==> config.mk <==
export PLATFORM = sky130hd
export DESIGN_NAME = prim_truth_table_sweeper
export DESIGN_NICKNAME = d
export VERILOG_FILES = /design/src/rtl/prim_sweep_pkg.sv /design/src/rtl/prim_sweep_ref.sv /design/src/rtl/prim_truth_table_sweeper.sv
export SDC_FILE = /design/constraint.sdc
export NUM_CORES = 1
export LEC_CHECK = 0
export ABC_CLOCK_PERIOD_IN_PS = 3800
export CAP_MARGIN = 20
export CORE_MARGIN = 2
export CORE_UTILIZATION = 46
export CTS_CLUSTER_DIAMETER = 200
export DETAILED_ROUTE_END_ITERATION = 6
export GPL_TIMING_DRIVEN = 0
export PLACE_DENSITY = 0.75
export REMOVE_ABC_BUFFERS = 1
export SYNTH_ARGS = -nofsm -noshare
export SYNTH_HDL_FRONTEND = slang
export SYNTH_SLANG_ARGS = --single-unit
==> constraint.sdc <==
create_clock -name clk -period 3.8 [get_ports clk]
set_clock_uncertainty 0.15 [all_clocks]
set_input_delay 0.95 -clock clk [delete_from_list [all_inputs] [get_ports clk]]
set_output_delay 0.95 -clock clk [all_outputs]
set_load 0.005 [all_outputs]
==> src/rtl/prim_sweep_pkg.sv <==
// prim_sweep_pkg
// Shared definitions for the primitive truth-table sweeper: op indices into
// the six-gate output vector, sweep FSM state type, and the golden function
// producing the expected gate outputs for an input vector.
package prim_sweep_pkg;

  localparam int NUM_OPS = 6;

  localparam int OP_AND  = 0;
  localparam int OP_OR   = 1;
  localparam int OP_XOR  = 2;
  localparam int OP_XNOR = 3;
  localparam int OP_NAND = 4;
  localparam int OP_NOR  = 5;

  typedef enum logic [1:0] {
    IDLE  = 2'd0,
    RUN   = 2'd1,
    DRAIN = 2'd2,
    DONE  = 2'd3
  } sweep_state_e;

  // v is zero-extended to 8 bits; only the low n bits take part. Unused
  // bits are forced to 1 for the AND reduction and masked off for OR/XOR.
  function automatic logic [NUM_OPS-1:0] exp_ops(input logic [7:0] v,
                                                 input int unsigned n);
    logic [7:0] m;
    logic       r_and;
    logic       r_or;
    logic       r_xor;
    m     = 8'((9'd1 << n) - 9'd1);
    r_and = &(v | ~m);
    r_or  = |(v & m);
    r_xor = ^(v & m);
    exp_ops = {~r_or, ~r_and, ~r_xor, r_xor, r_or, r_and};
  endfunction

endpackage

==> src/rtl/prim_sweep_ref.sv <==
// prim_sweep_ref
// Golden reference for an N_IN-input gate bank.
// Ports:
//   vec  in   N_IN  input vector
//   exp  out  6     expected outputs {nor, nand, xnor, xor, or, and}
module prim_sweep_ref
  import prim_sweep_pkg::*;
#(
  parameter int N_IN = 3
) (
  input  logic [N_IN-1:0]    vec,
  output logic [NUM_OPS-1:0] exp
);

  assign exp = exp_ops(8'(vec), N_IN);

endmodule

==> src/rtl/prim_truth_table_sweeper.sv <==
// prim_truth_table_sweeper
// Sweeps every N_IN-bit vector into a six-gate primitive bank, compares the
// bank outputs against prim_sweep_ref and reports pass/fail, a saturating
// mismatch count and the first failing vector with its op mask.
// Optional: PRIM_SWEEP_XCHECK_EN makes x/z on a compared dut_y bit count as a
// mismatch and adds the sticky x_seen output.
// Ports:
//   clk        in   1      clock
//   rst        in   1      synchronous active-high reset
//   start      in   1      begin a sweep (accepted in IDLE/DONE only)
//   stim       out  N_IN   vector driven to all gates
//   dut_y      in   6      gate outputs {nor, nand, xnor, xor, or, and}
//   busy       out  1      RUN or DRAIN
//   done       out  1      DONE
//   pass       out  1      done and no mismatches
//   err_count  out  CNT_W  mismatch count, saturating
//   fail_vec   out  N_IN   first mismatching vector
//   fail_mask  out  6      mismatching ops of fail_vec
//   x_seen     out  1      (PRIM_SWEEP_XCHECK_EN only) x/z observed
module prim_truth_table_sweeper
  import prim_sweep_pkg::*;
#(
  parameter int N_IN    = 3,
  parameter int DUT_LAT = 0,
  parameter int CNT_W   = 9
) (
  input  logic               clk,
  input  logic               rst,
  input  logic               start,
  output logic [N_IN-1:0]    stim,
  input  logic [NUM_OPS-1:0] dut_y,
  output logic               busy,
  output logic               done,
  output logic               pass,
  output logic [CNT_W-1:0]   err_count,
  output logic [N_IN-1:0]    fail_vec,
  output logic [NUM_OPS-1:0] fail_mask
`ifdef PRIM_SWEEP_XCHECK_EN
  ,
  output logic               x_seen
`endif
);

  localparam logic [N_IN:0] LAST_VEC = {1'b0, {N_IN{1'b1}}};

  sweep_state_e        state_q;
  logic [N_IN:0]       cnt_q;
  logic [1:0]          drain_q;
  logic                first_fail_q;
  logic [NUM_OPS-1:0]  exp_now;
  logic                run_v;

  logic                d_valid;
  logic [N_IN-1:0]     d_stim;
  logic [NUM_OPS-1:0]  d_exp;
  logic [NUM_OPS-1:0]  mism;
  logic                x_now;
  logic [2:0]          pop;
  logic [CNT_W+2:0]    sum;
  logic [CNT_W-1:0]    err_next;

  assign stim  = cnt_q[N_IN-1:0];
  assign run_v = (state_q == RUN);
  assign busy  = (state_q == RUN) || (state_q == DRAIN);
  assign done  = (state_q == DONE);
  assign pass  = done && (err_count == '0);

  prim_sweep_ref #(.N_IN(N_IN)) u_ref (
    .vec (cnt_q[N_IN-1:0]),
    .exp (exp_now)
  );

  // Expected value travels alongside the bank's own register stages so it
  // meets the matching response; err_count is the compare register stage.
  generate
    if (DUT_LAT == 0) begin : g_nolat
      assign d_valid = run_v;
      assign d_stim  = cnt_q[N_IN-1:0];
      assign d_exp   = exp_now;
    end else begin : g_lat
      logic               p_valid [DUT_LAT];
      logic [N_IN-1:0]    p_stim  [DUT_LAT];
      logic [NUM_OPS-1:0] p_exp   [DUT_LAT];

      always_ff @(posedge clk) begin
        if (rst) begin
          for (int i = 0; i < DUT_LAT; i++) begin
            p_valid[i] <= 1'b0;
            p_stim[i]  <= '0;
            p_exp[i]   <= '0;
          end
        end else begin
          p_valid[0] <= run_v;
          p_stim[0]  <= cnt_q[N_IN-1:0];
          p_exp[0]   <= exp_now;
          for (int i = 1; i < DUT_LAT; i++) begin
            p_valid[i] <= p_valid[i-1];
            p_stim[i]  <= p_stim[i-1];
            p_exp[i]   <= p_exp[i-1];
          end
        end
      end

      assign d_valid = p_valid[DUT_LAT-1];
      assign d_stim  = p_stim[DUT_LAT-1];
      assign d_exp   = p_exp[DUT_LAT-1];
    end
  endgenerate

`ifdef PRIM_SWEEP_XCHECK_EN
  always_comb begin
    mism  = '0;
    x_now = 1'b0;
    for (int i = 0; i < NUM_OPS; i++) begin
      if ((dut_y[i] !== 1'b0) && (dut_y[i] !== 1'b1)) begin
        mism[i] = 1'b1;
        x_now   = 1'b1;
      end else begin
        mism[i] = d_exp[i] ^ dut_y[i];
      end
    end
  end
`else
  assign mism  = d_exp ^ dut_y;
  assign x_now = 1'b0;
`endif

  always_comb begin
    pop = '0;
    for (int i = 0; i < NUM_OPS; i++) begin
      pop = pop + {2'b00, mism[i]};
    end
  end

  // Extra headroom bits let the sum overflow CNT_W before saturating.
  assign sum      = (CNT_W+3)'(err_count) + (CNT_W+3)'(pop);
  assign err_next = (sum[CNT_W+2:CNT_W] != 3'b000) ? {CNT_W{1'b1}}
                                                   : sum[CNT_W-1:0];

  always_ff @(posedge clk) begin
    if (rst) begin
      state_q      <= IDLE;
      cnt_q        <= '0;
      drain_q      <= '0;
      first_fail_q <= 1'b0;
      err_count    <= '0;
      fail_vec     <= '0;
      fail_mask    <= '0;
`ifdef PRIM_SWEEP_XCHECK_EN
      x_seen       <= 1'b0;
`endif
    end else begin
      if (d_valid && (mism != '0)) begin
        err_count <= err_next;
        if (!first_fail_q) begin
          fail_vec     <= d_stim;
          fail_mask    <= mism;
          first_fail_q <= 1'b1;
        end
      end
`ifdef PRIM_SWEEP_XCHECK_EN
      if (d_valid && x_now) begin
        x_seen <= 1'b1;
      end
`endif

      // Start clears results after the accumulate above so it always wins.
      case (state_q)
        IDLE, DONE: begin
          if (start) begin
            state_q      <= RUN;
            cnt_q        <= '0;
            err_count    <= '0;
            fail_vec     <= '0;
            fail_mask    <= '0;
            first_fail_q <= 1'b0;
`ifdef PRIM_SWEEP_XCHECK_EN
            x_seen       <= 1'b0;
`endif
          end
        end
        RUN: begin
          if (cnt_q == LAST_VEC) begin
            if (DUT_LAT > 0) begin
              state_q <= DRAIN;
              drain_q <= 2'(DUT_LAT - 1);
            end else begin
              state_q <= DONE;
            end
          end else begin
            cnt_q <= cnt_q + 1'b1;
          end
        end
        DRAIN: begin
          if (drain_q == 2'd0) begin
            state_q <= DONE;
          end else begin
            drain_q <= drain_q - 2'd1;
          end
        end
        default: state_q <= IDLE;
      endcase
    end
  end

endmodule

==> results of run 1 <==
==> worst min-delay path: stages (launching register included) <==
cell	delay, ns
dfxtp_1	0.35
inv_1	0.05
o31ai_1	0.06
==> placed cells by master (no fill, tap or decap), drive strengths merged, types with 2 or more instances in the layout <==
| master | instances |
|---|---|
| fa | 4 |
| clkdlybuf4s50 | 30 |
| a41oi | 2 |
| nand3 | 4 |
| inv | 14 |
| a311oi | 4 |
| dfxtp | 27 |
| nand4 | 2 |
| buf | 9 |
| a21o | 4 |
| a31oi | 3 |
| xnor2 | 7 |
| nand2 | 7 |
| nor2 | 24 |
| mux2i | 9 |
| nor3 | 3 |
| ha | 10 |
| nand2b | 5 |
| and3 | 6 |
| a21oi | 8 |
| and4 | 2 |
| o21ai | 2 |
| nor4 | 2 |
| a211oi | 6 |
| xor2 | 3 |
| clkbuf | 4 |
==> flip-flops by register name, indices dropped and copies added, names as in the netlist <==
signal        count
cnt_q             4
err_count         9
fail_mask         6
first_fail_q      1
state_q           2
fail_vec          3
drain_q           2
==> power by group <==
group | total, W | internal, W | switching [W]
clock | 0.000128 | 0.0000393 | 0.0000885
combinational | 0.000642 | 0.000323 | 0.000319
sequential | 0.000353 | 0.000321 | 0.0000318
total | 0.00112 | 0.000683 | 0.000439
==> path summary, 6_finish.rpt <==
kind,from,endpoint,slack (ns),depth (start not counted)
worst max-delay path,dut_y[0],err_count[6]$_SDFF_PP0_,0.11,11
worst min-delay path,fail_mask[2]$_SDFF_PP0_,fail_mask[2]$_SDFF_PP0_,0.34,2
worst max register to register,cnt_q[0]$_SDFFE_PP0P_,err_count[6]$_SDFF_PP0_,0.12,13
worst min register to register,fail_mask[2]$_SDFF_PP0_,fail_mask[2]$_SDFF_PP0_,0.34,2
==> timing repair <==
item / CTS / global route
resized for setup: 12 / 12
setup buffers: 3 / 6
endpoints found under the hold margin: 0 / 0
pin swaps: 2 / 2
endpoints found under the setup margin: 9 / 3
==> cell families (layout without fill, tap and decap cells) <==
logic type	after synthesis	count (layout)	synth area share, %
xor gates and xnor gates	10	10	6.49
AOI/OAI and AO/OA	33	33	15.4
and+or+nand+nor	62	62	19.8
muxes	9	9	5.50
DFF	27	27	33.0
buffers and inverters	23	59	7.33
adders and majority gates	14	14	12.5
==> cell type report <==
cell class | instances | area [sq um]
Inverter | 14 | 52.6
Timing Repair Buffer | 41 | 383
Sequential cell | 27 | 549
Tap cell | 46 | 57.6
Clock buffer | 3 | 22.5
Clock inverter | 1 | 5.00
Fill cell | 259 | 1280
Multi-Input combinational cell | 128 | 1040
==> metal layers <==
metal  vias to the layer above  wire length [um]  global-route usage (%)
li1                        696                 -                       -
met1                       661              1610                    23.5
met2                        32              1780                    31.7
met3                         7               104                    1.96
met4                         0                63                    4.89
met5                         -                 0                       0
==> stage by stage <==
stage               std cells  setup WS [ns]
detailed placement        247         -0.910
CTS                       254        0.00297
global route              260       -0.00938
finish                    260          0.107
global placement          247         -0.772
floorplan                 169         -0.153
==> cells in the mapped netlist, types with 3 or more instances <==
cell       n
xor2_1     3
dfxtp_1   27
and3_1     6
fa_1       4
clkbuf_1   3
a211oi_1   5
nor3_1     3
a21o_1     4
nand3_1    4
mux2i_1    9
nor2_1    23
buf_6      3
nand2b_1   5
inv_1     14
a21oi_1    8
nand2_1    7
buf_4      3
ha_1      10
xnor2_1    6
a311oi_1   3
==> run_results.csv, run 1 <==
group,metric,value,unit
yosys,ys_warn_count,0,
global_route,grt_max_degree,21,
detailed_routing,vias,1396,
die,rows,21,
detailed_routing,dr.first_iter.drc_count,61,
yosys,synthTopCellsByArea,"dfxtp_1 33%, ha_1 7.6%, mux2i_1 5.5%",
die,die_w,63.7,um
layout,drive_above_1_share,16.4,%
detailed_routing,drtPass1Iterations,4,
yosys,synth_cell_types,43,
worst_setup_path,cp_top_family,"adder cells",
flow_run,drv_cap,0,
power_and_ir_drop,cellLeakagePower,0.805,nW
sta,finalHoldViolations,0,
worst_setup_path,path_max_fanout,4,
worst_setup_path,required,3.91,ns
sta,slew_headroom,26.9,%
sta,maxSlewViolCount,0,
min_path,min_path_type,"reg2reg",
clocking,cts_htree_levels,1,
sta,fin_crit,3.69,ns
clocking,cts_tree,"done",
die,dieArea,0.00406,sq mm
layout,num-nets-final,238,
power_and_ir_drop,power,0.00112,W
global_route,grt_pass1_vias,1283,
placed_design,numPortBuffers,32,
placed_design,gp_congestion,0.870,
yosys,synth_cells,178,
worst_setup_path,cpPeakStageDelay,0.51,ns
yosys,synth_enable_flop_cells,0,
global_route,overflow,0,
die,coreArea,0.00339,sq mm
layout,final_cell_area,0.00211,sq mm
sta,tns,0,ns
worst_setup_path,path_cells,"clkdlybuf4s15_1 -> xnor2_2 -> fa_1 -> inv_1 -> fa_1 -> fa_2 -> fa_2 -> a21oi_4 -> nor2_2 -> and3_4 -> a221oi_2",
sta,finalSetupViolations,0,
yosys,synth-async-reset-ratio,0,%
worst_setup_path,critPathKind,"in2reg",
sta,worst_pin_slew,1.10,ns
worst_setup_path,worst_setup_path_end_kind,"flop",
yosys,synth_top_area_cell,"dfxtp_1",
detailed_routing,drt-total-wl,3.56,mm
clocking,hold_buffers,0,
worst_setup_path,worst-path-buf-inv,2,
yosys,yosysSeqAreaShare,33.0,%
layout,utilization,62.2,%
yosys,mappedNetlistArea,0.00164,sq mm
clocking,clock_path_buffers,2,
yosys,syn_area_per_cell,9.21,sq um
yosys,ys.flop_type,"dfxtp_1",
placed_design,postPlaceCellArea,0.00195,sq mm
clocking,path_clk_slew,0.17,ns
detailed_routing,wl_per_cell,13.7,um
worst_setup_path,crit_path_start_kind,"input pin",
global_route,grt_usage,18.1,%
die,die_height,63.7,um
worst_setup_path,critPathArrivalTime,3.80,ns
detailed_routing,drcViolationCount,0,
clocking,cts_buffers,3,
detailed_routing,vias_per_cell,5.37,
clocking,clock_sinks,27,
sta,whs,0.338,ns
clocking,clk_latency,0.33,ns
yosys,synth.top_cell.area_share,33.0,%
sta,min_period_over_period,97.2,%
status,status,"completed",
placed_design,dp_hpwl,2.62,mm
global_route,antenna_found_initial,0,
sta,max_freq,271,MHz
global_route,grt_pass1_wl,5.91,mm
yosys,synth_seq_cells,27,
worst_setup_path,crit_slowest_cell,"fa_1",
detailed_routing,ant_nets,0,
power_and_ir_drop,power-per-cell-area,532,mW/mm^2
layout,area_growth,28.6,%
die,initial_utilization,48.4,%
clocking,root_buffer,"clkbuf_4",
die,ioPinCount,33,
layout,diodes,0,
power_and_ir_drop,peakVddDrop,197,uV
Note: power is estimated with default switching activity, not from simulation.
==> inputs of run 2 (changes only) <==
--- a/config.mk
+++ b/config.mk
@@ -5,15 +5,16 @@
 export SDC_FILE = /design/constraint.sdc
 export NUM_CORES = 1
 export LEC_CHECK = 0
-export ABC_CLOCK_PERIOD_IN_PS = 3800
+export ABC_CLOCK_PERIOD_IN_PS = 3400
 export CAP_MARGIN = 20
 export CORE_MARGIN = 2
-export CORE_UTILIZATION = 46
+export CORE_UTILIZATION = 51
 export CTS_CLUSTER_DIAMETER = 200
 export DETAILED_ROUTE_END_ITERATION = 6
 export GPL_TIMING_DRIVEN = 0
-export PLACE_DENSITY = 0.75
+export PLACE_DENSITY = 0.79
 export REMOVE_ABC_BUFFERS = 1
+export SLEW_MARGIN = 20
 export SYNTH_ARGS = -nofsm -noshare
 export SYNTH_HDL_FRONTEND = slang
 export SYNTH_SLANG_ARGS = --single-unit
==> constraint.sdc (replaced) <==
create_clock -name clk -period 3.4 [get_ports clk]
set_clock_uncertainty 0.15 [all_clocks]
set_input_delay 0.85 -clock clk [delete_from_list [all_inputs] [get_ports clk]]
set_output_delay 0.85 -clock clk [all_outputs]
set_load 0.005 [all_outputs]
==> run_results.csv, run 2 (synthesis gave the netlist of run 1 again) <==
group,metric,value,unit
layout,final_cell_mix,"30 x clkdlybuf4s50_1, 24 x dfxtp_1, 21 x nor2_1",
layout,num-nets-final,240,
clocking,cts_tree,"done",
min_path,hold_depth,2,
sta,worst_pin_slew,0.753,ns
status,violations,"setup timing",
sta,whs,0.325,ns
layout,top_regs,"err_count: 9 flops, fail_mask: 6 flops, cnt_q: 4 flops",
die,rows,20,
global_route,antenna_found_initial,0,
global_route,grt_max_degree,21,
clocking,clock_path_buffers,2,
sta,slew_headroom,49.8,%
placed_design,gp_congestion,0.899,
power_and_ir_drop,power-per-cell-area,597,mW/mm^2
die,dieArea,0.00368,sq mm
placed_design,numPortBuffers,32,
sta,min_period_over_period,109,%
clocking,cts_buffers,3,
detailed_routing,vias_per_cell,5.57,
power_and_ir_drop,peakVddDrop,291,uV
worst_setup_path,path_max_fanout,5,
clocking,clk_latency,0.32,ns
min_path,min_to,"fail_mask[2]$_SDFF_PP0_",
sta,fin_crit,3.70,ns
power_and_ir_drop,power.share.sequential,30.3,%
die,initial_utilization,53.7,%
placed_design,dp_hpwl,2.72,mm
flow_run,drv_cap,0,
layout,layout_commonest_cell,"clkdlybuf4s50_1",
worst_setup_path,r2r_start,"cnt_q[0]$_SDFFE_PP0P_",
layout,largest_register_ffs,9,
detailed_routing,drt-total-wl,4.04,mm
min_path,min_path_type,"reg2reg",
power_and_ir_drop,clkPwrFrac,10.4,%
power_and_ir_drop,power_frac_comb,59.3,%
clocking,root_buffer,"clkbuf_4",
layout,drive_above_1_share,20.8,%
worst_setup_path,required,3.50,ns
worst_setup_path,critPathArrivalTime,3.80,ns
die,die_height,60.7,um
power_and_ir_drop,internal-power,0.000795,W
detailed_routing,vias,1449,
sta,maxSlewViolCount,0,
die,coreArea,0.00305,sq mm
detailed_routing,drcViolationCount,0,
worst_setup_path,r2r_slack,-0.30,ns
global_route,grt_pass1_vias,1487,
sta,rsz0062_at_grt,"true",
worst_setup_path,worst_setup_path_end_kind,"flop",
die,die_w,60.7,um
clocking,path_clk_slew,0.15,ns
layout,area_growth,34.0,%
placed_design,pre_cts_slack,-1.28,ns
worst_setup_path,reg2regPathDepth,13,
layout,diodes,0,
detailed_routing,drtPass1Iterations,4,
min_path,hold_start,"fail_mask[2]$_SDFF_PP0_",
power_and_ir_drop,p_sw,0.000516,W
clocking,clock_sinks,27,
global_route,grt_pass1_wl,6.62,mm
sta,finalSetupViolations,9,
worst_setup_path,r2r-end,"err_count[6]$_SDFF_PP0_",
global_route,grt_usage,23.9,%
status,status,"finished with violations",
clocking,hold_buffers,0,
sta,finalHoldViolations,0,
detailed_routing,wl_per_cell,15.5,um
sta,max_freq,270,MHz
worst_setup_path,crit_path_start_kind,"flop",
clocking,cts_htree_levels,1,
detailed_routing,dr.first_iter.drc_count,70,
power_and_ir_drop,switching_share,39.4,%
die,ioPinCount,33,
sta,layout_setup_ws,-0.298,ns
layout,regMostFlops,"err_count",
worst_setup_path,critPathKind,"reg2reg",
global_route,overflow,0,
detailed_routing,ant_nets,0,
power_and_ir_drop,cellLeakagePower,0.809,nW
-- run 2: power groups by stage --
| stage | Clock (W) | Sequential (W) | Combinational (W) |
|---|---|---|---|
| 2_1_floorplan | 0 | 0.000398 | 0.000421 |
| 3_3_place_gp | 0 | 0.000399 | 0.000582 |
| 3_5_place_dp | 0 | 0.000401 | 0.000610 |
| 4_1_cts | 0.000140 | 0.000395 | 0.000715 |
| 5_1_grt | 0.000155 | 0.000402 | 0.000851 |
| 6_report | 0.000137 | 0.000397 | 0.000777 |
-- run 2: layer usage --
metal,track usage (%),vias to the layer above,share of wire [%]
met5,0,-,0
met1,29.5,699,44
li1,-,699,-
met3,2.99,15,2.8
met4,9.63,0,3.2
met2,42.2,36,50
-- run 2: final cells by class --
class                   instances  area (sq um)
clock buffers                   4          26.3
multi-input cells             128          1110
inverters                      14          55.1
flip-flops and latches         27           549
well taps                      44          55.1
repair buffers                 43           404
fillers                       246           857
-- run 2: what timing repair did --
action                                 CTS  global route
pin swaps                                9             6
setup endpoints to repair                9             9
buffers inserted                        10             1
endpoints found under the hold margin    0             0
gates resized for setup                 28             8
-- run 2: how the worst max path moves through the flow --
stage / startpoint / end / slack (ns) / cells past startpoint
2_1_floorplan: cnt_q[0]$_SDFFE_PP0P_ / err_count[6]$_SDFF_PP0_ / -0.55 / 13
3_3_place_gp: dut_y[0] / err_count[6]$_SDFF_PP0_ / -1.12 / 11
3_5_place_dp: dut_y[0] / err_count[6]$_SDFF_PP0_ / -1.28 / 11
4_1_cts: cnt_q[0]$_SDFFE_PP0P_ / err_count[6]$_SDFF_PP0_ / -0.24 / 13
5_1_grt: cnt_q[0]$_SDFFE_PP0P_ / err_count[6]$_SDFF_PP0_ / -0.38 / 13
6_report: cnt_q[0]$_SDFFE_PP0P_ / err_count[6]$_SDFF_PP0_ / -0.30 / 13
-- run 2: metrics by stage --
| step | instances | area, sq um | power, W | setup TNS (ns) | util (%) |
|---|---|---|---|---|---|
| 2_1_floorplan | 169 | 1570 | 0.000818 | -2.46 | - |
| 3_5_place_dp | 245 | 1950 | 0.00101 | -8.51 | 63.8 |
| 4_1_cts | 259 | 2150 | 0.00125 | -0.807 | 70.3 |
| 5_1_grt | 260 | 2200 | 0.00141 | -2.09 | 71.9 |
| 6_report | 260 | 2200 | 0.00131 | -1.24 | 71.9 |
| 3_3_place_gp | 245 | 1950 | 0.000981 | -7.48 | 63.8 |
-- run 2: worst max-delay path, stage by stage (launching register included) --
cell      delay [ns]
dfxtp_4         0.40
inv_4           0.04
ha_4            0.25
xnor2_4         0.20
xor2_2          0.19
fa_1            0.47
inv_2           0.09
fa_1            0.42
fa_2            0.38
fa_2            0.38
a21oi_4         0.15
nor2_2          0.07
and3_4          0.18
a221oi_2        0.25
==> inputs of run 3 (changes only) <==
--- a/config.mk
+++ b/config.mk
@@ -13,6 +13,7 @@
 export DETAILED_ROUTE_END_ITERATION = 6
 export GPL_TIMING_DRIVEN = 0
 export PLACE_DENSITY = 0.79
+export RECOVER_POWER = 25
 export REMOVE_ABC_BUFFERS = 1
 export SLEW_MARGIN = 20
 export SYNTH_ARGS = -nofsm -noshare
==> run_results.csv, run 3 (synthesis gave the netlist of run 1 again) <==
group,metric,value,unit
status,status,"finished with violations",
status,violations,"setup timing",
global_route,grt_pass1_vias,1487,
flow_run,drv_cap,0,
die,die_w,60.7,um
power_and_ir_drop,power-per-cell-area,596,mW/mm^2
detailed_routing,drtPass1Iterations,4,
power_and_ir_drop,switching_share,39.4,%
worst_setup_path,worst_setup_path_end_kind,"flop",
layout,top_regs,"err_count: 9 flops, fail_mask: 6 flops, cnt_q: 4 flops",
die,rows,20,
clocking,clock_path_buffers,2,
sta,rsz0062_at_grt,"true",
worst_setup_path,required,3.50,ns
sta,finalSetupViolations,9,
placed_design,numPortBuffers,32,
sta,finalHoldViolations,0,
power_and_ir_drop,power_frac_comb,59.3,%
sta,layout_setup_ws,-0.298,ns
global_route,grt_pass1_wl,6.62,mm
clocking,hold_buffers,0,
layout,area_growth,34.0,%
die,dieArea,0.00368,sq mm
layout,diodes,0,
die,ioPinCount,33,
power_and_ir_drop,clkPwrFrac,10.4,%
clocking,cts_htree_levels,1,
power_and_ir_drop,cellLeakagePower,0.816,nW
power_and_ir_drop,internal-power,0.000794,W
sta,tns,-1.23,ns
sta,maxSlewViolCount,0,
power_and_ir_drop,power.share.sequential,30.3,%
power_and_ir_drop,peakVddDrop,289,uV
global_route,grt_max_degree,21,
layout,largest_register_ffs,9,
min_path,min_path_type,"reg2reg",
sta,min_period_over_period,109,%
global_route,overflow,0,
sta,max_freq,270,MHz
detailed_routing,ant_nets,0,
sta,slew_headroom,49.8,%
layout,regMostFlops,"err_count",
worst_setup_path,crit_path_start_kind,"flop",
worst_setup_path,critPathKind,"reg2reg",
clocking,clock_sinks,27,
die,coreArea,0.00305,sq mm
detailed_routing,drt-total-wl,4.04,mm
global_route,grt_usage,23.9,%
layout,layout_commonest_cell,"clkdlybuf4s50_1",
layout,num-nets-final,240,
die,die_height,60.7,um
sta,worst_pin_slew,0.753,ns
placed_design,pre_cts_slack,-1.28,ns
layout,drive_above_1_share,20.8,%
clocking,clk_latency,0.32,ns
detailed_routing,vias_per_cell,5.58,
power_and_ir_drop,p_sw,0.000516,W
detailed_routing,vias,1451,
detailed_routing,drcViolationCount,0,
clocking,root_buffer,"clkbuf_4",
placed_design,gp_congestion,0.899,
detailed_routing,dr.first_iter.drc_count,71,
clocking,cts_tree,"done",
die,initial_utilization,53.7,%
worst_setup_path,path_max_fanout,5,
global_route,antenna_found_initial,0,
layout,final_cell_mix,"26 x clkdlybuf4s50_1, 24 x dfxtp_1, 21 x nor2_1",
worst_setup_path,critPathArrivalTime,3.80,ns
placed_design,dp_hpwl,2.72,mm
clocking,path_clk_slew,0.15,ns
sta,fin_crit,3.70,ns
clocking,cts_buffers,3,
detailed_routing,wl_per_cell,15.5,um
run 3: layout make-up:
cell class,count,area [sq um]
Timing Repair Buffer,43,404
Tap cell,44,55.1
Multi-Input combinational cell,128,1110
Inverter,14,55.1
Sequential cell,27,549
Clock buffer,4,26.3
Fill cell,246,857
run 3: critical path, stage by stage (launching register included):
cell      delay, ns
dfxtp_4        0.40
inv_4          0.04
ha_4           0.25
xnor2_4        0.20
xor2_2         0.19
fa_1           0.47
inv_2          0.09
fa_1           0.42
fa_2           0.38
fa_2           0.38
a21oi_4        0.15
nor2_2         0.07
and3_4         0.18
a221oi_2       0.25
run 3: path summary, 6_finish.rpt:
path,startpoint,endpoint,slack (ns),depth (start not counted)
setup / recovery,cnt_q[0]$_SDFFE_PP0P_,err_count[6]$_SDFF_PP0_,-0.30,13
hold / removal,fail_mask[2]$_SDFF_PP0_,fail_mask[2]$_SDFF_PP0_,0.32,2
setup reg to reg,cnt_q[0]$_SDFFE_PP0P_,err_count[6]$_SDFF_PP0_,-0.30,13
hold reg to reg,fail_mask[2]$_SDFF_PP0_,fail_mask[2]$_SDFF_PP0_,0.32,2
run 3: power groups by stage:
stage	Sequential (W)	Clock, W	Combinational (W)
5_1_grt	0.000402	0.000155	0.000850
2_1_floorplan	0.000398	0	0.000421
4_1_cts	0.000395	0.000140	0.000715
6_report	0.000397	0.000137	0.000776
3_5_place_dp	0.000401	0	0.000610
3_3_place_gp	0.000399	0	0.000582
run 3: repair_timing:
| action | 4_1_cts | 5_1_grt |
|---|---|---|
| resized for setup | 28 | 8 |
| setup buffers | 10 | 1 |
| pin swaps | 9 | 6 |
| endpoints found under the setup margin | 9 | 9 |
run 3: per-layer routing:
layer  global-route usage [%]  up-vias  routed length [um]
met2                     42.2       36                2020
met1                     29.5      701                1780
met3                     2.99       15                 115
met4                     9.63        0                 128
li1                         -      699                   -
met5                        0        -                   0
run 3: stage by stage:
stage	std cells	utilization [%]	instance area, sq um	total power [W]	hold WS (ns)
after floorplan	169	-	1570	0.000818	0.308
after global placement	245	63.8	1950	0.000981	0.304
after detailed placement	245	63.8	1950	0.00101	0.303
after CTS	259	70.3	2150	0.00125	0.325
after global routing	260	71.9	2200	0.00141	0.354
final	260	71.9	2200	0.00131	0.323
